--- src/rtl/pipe_stage_buf.sv ---
// Inter-stage pipeline register: 2-entry skid buffer with valid/ready handshake,
// flush/stall control, bubble zeroing and saturating stall/flush counters.
module pipe_stage_buf #(
   parameter int unsigned W           = 32,
   parameter int unsigned BUBBLE_ZERO = 1,
   parameter int unsigned CNT_W       = 16
) (
   input  logic             cpu_clk,
   input  logic             cpu_rst,
   input  logic             in_valid,
   output logic             in_ready,
   input  logic [W-1:0]     in_data,
   output logic             out_valid,
   input  logic             out_ready,
   output logic [W-1:0]     out_data,
   input  logic             stall,
   input  logic             flush,
   input  logic             clr_cnt,
   output logic [CNT_W-1:0] stall_cnt,
   output logic [CNT_W-1:0] flush_cnt
);

   // State bits are {m_v, s_v}; 2'b01 is unreachable.
   typedef enum logic [1:0] {
      EMPTY = 2'b00,
      ONE   = 2'b10,
      FULL  = 2'b11
   } state_t;

   localparam logic [CNT_W-1:0] CNT_MAX = '1;

   state_t           state, state_nxt;
   logic [W-1:0]     m_d, m_d_nxt;
   logic [W-1:0]     s_d, s_d_nxt;
   logic [CNT_W-1:0] stall_cnt_nxt, flush_cnt_nxt;
   logic             m_v, s_v, rdy, acc, pop;

   assign m_v       = state[1];
   assign s_v       = state[0];
   assign out_valid = m_v;
   assign in_ready  = ~s_v;
   assign out_data  = m_d;

   assign rdy = out_ready & ~stall;
   assign acc = in_valid & in_ready;
   assign pop = m_v & rdy;

   always_ff @(posedge cpu_clk or posedge cpu_rst) begin
      if (cpu_rst) begin
         state     <= EMPTY;
         m_d       <= '0;
         s_d       <= '0;
         stall_cnt <= '0;
         flush_cnt <= '0;
      end else begin
         state     <= state_nxt;
         m_d       <= m_d_nxt;
         s_d       <= s_d_nxt;
         stall_cnt <= stall_cnt_nxt;
         flush_cnt <= flush_cnt_nxt;
      end
   end

   always_comb begin
      state_nxt = state;
      m_d_nxt   = m_d;
      s_d_nxt   = s_d;

      if (flush) begin
         // Flush beats any transfer; a same-cycle accepted beat is dropped.
         state_nxt = EMPTY;
         if (BUBBLE_ZERO != 0) m_d_nxt = '0;
      end else begin
         unique case (state)
            EMPTY: begin
               if (acc) begin
                  m_d_nxt   = in_data;
                  state_nxt = ONE;
               end
            end
            ONE: begin
               if (pop && acc) begin
                  m_d_nxt = in_data;
               end else if (pop) begin
                  state_nxt = EMPTY;
                  if (BUBBLE_ZERO != 0) m_d_nxt = '0;
               end else if (acc) begin
                  s_d_nxt   = in_data;
                  state_nxt = FULL;
               end
            end
            FULL: begin
               if (pop) begin
                  m_d_nxt   = s_d;
                  state_nxt = ONE;
               end
            end
            default: state_nxt = EMPTY;
         endcase
      end
   end

   // Saturating performance counters; clear wins over increment.
   always_comb begin
      stall_cnt_nxt = stall_cnt;
      flush_cnt_nxt = flush_cnt;
      if (clr_cnt) begin
         stall_cnt_nxt = '0;
         flush_cnt_nxt = '0;
      end else begin
         if (m_v && !rdy && stall_cnt != CNT_MAX)
            stall_cnt_nxt = stall_cnt + CNT_W'(1);
         if (flush && (m_v || s_v) && flush_cnt != CNT_MAX)
            flush_cnt_nxt = flush_cnt + CNT_W'(1);
      end
   end

endmodule

--- config.mk ---
export PLATFORM = sky130hd
export DESIGN_NAME = pipe_stage_buf
export DESIGN_NICKNAME = d
export VERILOG_FILES = /design/src/rtl/pipe_stage_buf.sv
export SDC_FILE = /design/constraint.sdc
export NUM_CORES = 1
export LEC_CHECK = 0
export ABC_CLOCK_PERIOD_IN_PS = 2600
export BUFFER_PORTS_ARGS = -buffer_cell sky130_fd_sc_hd__buf_4
export CORE_ASPECT_RATIO = 0.9
export CORE_MARGIN = 2
export CORE_UTILIZATION = 49
export CTS_CLUSTER_SIZE = 10
export DETAILED_ROUTE_END_ITERATION = 7
export PLACE_DENSITY = 0.8
export SLEW_MARGIN = 10
export SYNTH_ARGS = -nofsm -noshare
export SYNTH_HDL_FRONTEND = slang
export SYNTH_SLANG_ARGS = --single-unit
--- constraint.sdc ---
create_clock -name cpu_clk -period 2.6 [get_ports cpu_clk]
set_input_delay 0 -clock cpu_clk [delete_from_list [all_inputs] [get_ports cpu_clk]]
set_output_delay 0 -clock cpu_clk [all_outputs]
set_load 0.02 [all_outputs]
==> results by group <==
Floorplanning
  – Initial Utilization: between 50% and 60%
  – Area of the core: approximately 9600 um^2
  – Cell Rows: 34
  – Die Y: between 90 and 100 um
  – Ports: about 110
  – Die width: approximately 110 um
  – Die Area: 10650 um^2

Place
  – IO buf count: 104
  – Post-place setup slack: about 0.15 ns
  – Post-detail-place hpwl: a little under 8000 um
  – Cells after DPL: 660
  – RePlAce Congestion: just under 0.9

Cells and area
  – Number of fill cells: around 770
  – Non-filler instance count after layout: 709
  – Layout Nets: between 600 and 700
  – Area delta synth->final: 30.22%
  – Layout cells sized above 1: a little under a third
  – N_diodes: 0

Critical path
  – Crit start category: flip-flop
  – Worst Path Arrival: between 2 and 3 ns
  – Worst EP required: between 2 and 3 ns
  – R2R Path End: stall_cnt[14]$_DFFE_PP0P_
  – Crit. End Element: flip-flop
  – Crit path launch: stall_cnt[0]$_DFFE_PP0P_
  – Crit Path Category: reg2reg
  – FF-to-FF Start: stall_cnt[0]$_DFFE_PP0P_
  – Worst R2R Path Depth: 5
  – R2R setup slack: about 0.35 ns
  – CP max FO: 9

STA
  – Slew @ Worst Pin: roughly 0.63 ns
  – Max Freq: 443.5 MHz
  – Max_slew headroom: about 58%
  – Post-layout min period: about 2.3 ns
  – RSZ-0062 raised after global routing: no
  – Setup TNS: 0 ns
  – Worst setup margin: ~0.35 ns
  – Setup Skew: between 0.008 and 0.009 ns
  – Period utilisation layout: between 80 and 90%
  – Setup Viol. Count Final: 0
  – Hold Violations, Final: 0
  – Final slew viol count: 0

Clock tree
  – Clk slew on worst S/H paths: ~0.1 ns
  – Worst-skew pair later-pin latency: between 0.3 and 0.4 ns
  – Clock Path Buffers: 2
  – CTS tree: done
  – H-tree depth: 3
  – CTS Buf Count: 9
  – Setup repair bufs after CTS: 0
  – Clock sinks: 98
  – Root Driver: clkbuf_8

Synth
  – Top FF cell, synth: dfrtp_1
  – Syn Std Cell Area: approximately 4800 um^2
  – Post-synthesis sequential area ratio: roughly half
  – Syn avg cell area: about 11 um^2
  – Synth Register Bits: 98
  – EDFF count, synth: 0
  – Syn Inst Count: roughly 450
  – Yosys Warn Count: 0
  – Post-synth ARST share: 100.0%
  – Yosys cell types: between 40 and 50
  – Syn_nets: between 400 and 500

Detailed routing
  – Vias per inst: roughly 6
  – DRC viols: 0
  – DR iter-0 viols: between 200 and 300
  – Vias post-DR: about 4.3k
  – Routed length per instance: between 15 and 20 um
  – Routed Antenna Nets: 0
  – Post-Route WL: roughly 12000 um
  – 1st-pass router iterations: 4

Global route
  – Global route overflow: 0
  – Vias in the first global route: just over 4k
  – First-pass GRT wire length: 20000 um
  – Antenna violations before repair: 0
  – Largest net degree at the start of global routing: 53
  – Total GRT Usage: approximately a quarter

Worst hold path
  – Worst Hold Launch: clr_cnt
  – Hold Crit Depth: 2
  – Hold endpoint: flush_cnt[11]$_DFFE_PP0P_
  – Worst Hold Class: in2reg

Job
  – Max-Cap Viols: 0

Power
  – Combinational power share: between 40 and 50%
  – Power Internal: approximately 3600 uW
  – Clock network power share: around 17%
  – Static Leak: between 0.002 and 0.003 uW
  – Reg power frac: between 40% and 50%
  – Peak VDD IR: 691.1 uV
  – Pwr/cell area: around 930 nW/um^2
  – Sw Ratio: roughly two fifths
  – Sw power: 2263 uW

Status
  – Status: finished, final reports clean
-- power by group through the flow --
stage | Sequential [uW] | Clock [uW] | Combinational (uW)
after floorplan | 2620 | 0 | 1300
after detailed placement | 2370 | 0 | 2460
after global placement | 2350 | 0 | 2360
after global routing | 2420 | 1100 | 2700
final | 2350 | 1020 | 2480
after CTS | 2350 | 1030 | 2490
-- cells by family (layout without fill, tap and decap cells) --
| logic type | count (synthesis) | count (layout) | share of synthesized area [%] |
|---|---|---|---|
| AO/OA/AOI/OAI | 152 | 152 | 20.64 |
| adder cells (fa/ha/maj) | 6 | 6 | 1.558 |
| buffers and inverters | 44 | 175 | 3.556 |
| flip-flops | 98 | 98 | 50.88 |
| multiplexers | 42 | 42 | 9.761 |
| AND/OR/NAND/NOR | 110 | 110 | 13.60 |
-- state kept, by name, summed over array words and instances (netlist names) --
register	count
flush_cnt	16
out_data	32
s_d	32
stall_cnt	16
state	2
-- metrics by stage --
step | hold WS (ns) | total power (uW) | cell area, um^2 | util (%)
4_1_cts | 0.05434 | 5872 | 6275 | 65.27
2_1_floorplan | 0.1317 | 3919 | 4820 | -
5_1_grt | 0.08495 | 6225 | 6276 | 65.28
6_report | 0.06281 | 5851 | 6276 | 65.28
3_3_place_gp | 0.1221 | 4708 | 5743 | 59.73
3_5_place_dp | 0.1278 | 4828 | 5743 | 59.73
-- placed cells by master, fill, tap and decap left out, types with 2 or more instances in the layout --
cell           instances
o41ai_1                2
nand2_1               12
a2111oi_0              2
o21ai_0                6
nand2b_1               4
nor4b_1                2
o31ai_1               14
a21oi_1               55
or4_1                 16
mux2_2                39
dfrtp_1               98
clkbuf_8              10
dlygate4sd3_1         33
nand3_1               10
clkinv_2               2
or3_1                  6
nand3b_1               3
a221o_1                2
ha_1                   6
inv_1                  8
clkinvlp_4             2
a211oi_1              32
nand4_1               11
and4_1                 3
nor2_1                14
a22oi_1               32
mux2i_1                2
nor4_1                 6
nor3_1                 7
nor2b_1                8
buf_4                115
-- synthesized netlist by cell type, types with 2 or more instances --
cell type  instances  share of area, %
mux2i_1            2              0.42
a2111oi_0          2              0.36
a21oi_1           56               5.8
nor4b_1            2              0.36
o41ai_1            2              0.36
o21ai_0            6              0.62
a211oi_1          32               5.0
dfrtp_1           98                51
nand4_1           11               1.4
nand2_1           12              0.93
or3_1              6              0.78
a22oi_1           32               5.0
or4_1             16               2.5
mux2_2            39               9.1
inv_1              9              0.70
and2_1             2              0.26
a221o_1            2              0.42
nand3b_1           3              0.47
o31ai_1           14               2.2
nand3_1           10               1.0
nor2_1            14               1.1
and4_1             3              0.55
buf_2              5              0.52
ha_1               6               1.6
nor3_1             7              0.73
nor4_1             6              0.78
nand2b_1           4              0.52
clkbuf_1          29               2.3
nor2b_1            8               1.0
-- layer usage --
layer	global-route usage (%)	share of wire, %
met5	0	0
met4	6.312	1.1
met3	4.873	5.3
met2	38.13	50
met1	32.23	44
-- worst max-delay path: stages (launching register included) --
cell	delay, ns
dfrtp_1	0.43
ha_1	0.21
nand3_2	0.13
or4b_1	0.68
nor4_1	0.33
mux2_2	0.37
-- how the worst max path moves through the flow --
| stage | slack [ns] | endpoint | cells after the start |
|---|---|---|---|
| final | 0.35 | stall_cnt[14]$_DFFE_PP0P_ | 5 |
| after global routing | 0.14 | flush_cnt[12]$_DFFE_PP0P_ | 6 |
| after CTS | 0.14 | out_data[18]$_DFFE_PP0P_ | 6 |
| after detailed placement | 0.15 | out_data[18]$_DFFE_PP0P_ | 6 |
| after global placement | 0.31 | out_data[12]$_DFFE_PP0P_ | 6 |
| after floorplan | 0.04 | flush_cnt[0]$_DFFE_PP0P_ | 1 |
-- cell type report --
cell class	count	area, um^2	share of cell area (%)
inverters	10	40.04	0.6380
repair buffers	149	1214	19.34
flip-flops and latches	98	2452	39.07
well taps	126	157.7	2.512
clock buffers	10	137.6	2.193
multi-input cells	310	2211	35.23
clock inverters	6	63.81	1.017
-- repair_timing --
item | 4_1_cts | 5_1_grt
hold buffers | 33 | 0
endpoints found under the hold margin | 79 | 0
setup endpoints to repair | 0 | 0
gates resized for setup | 0 | 0
No activity file was read; power rests on OpenSTA's default activity.
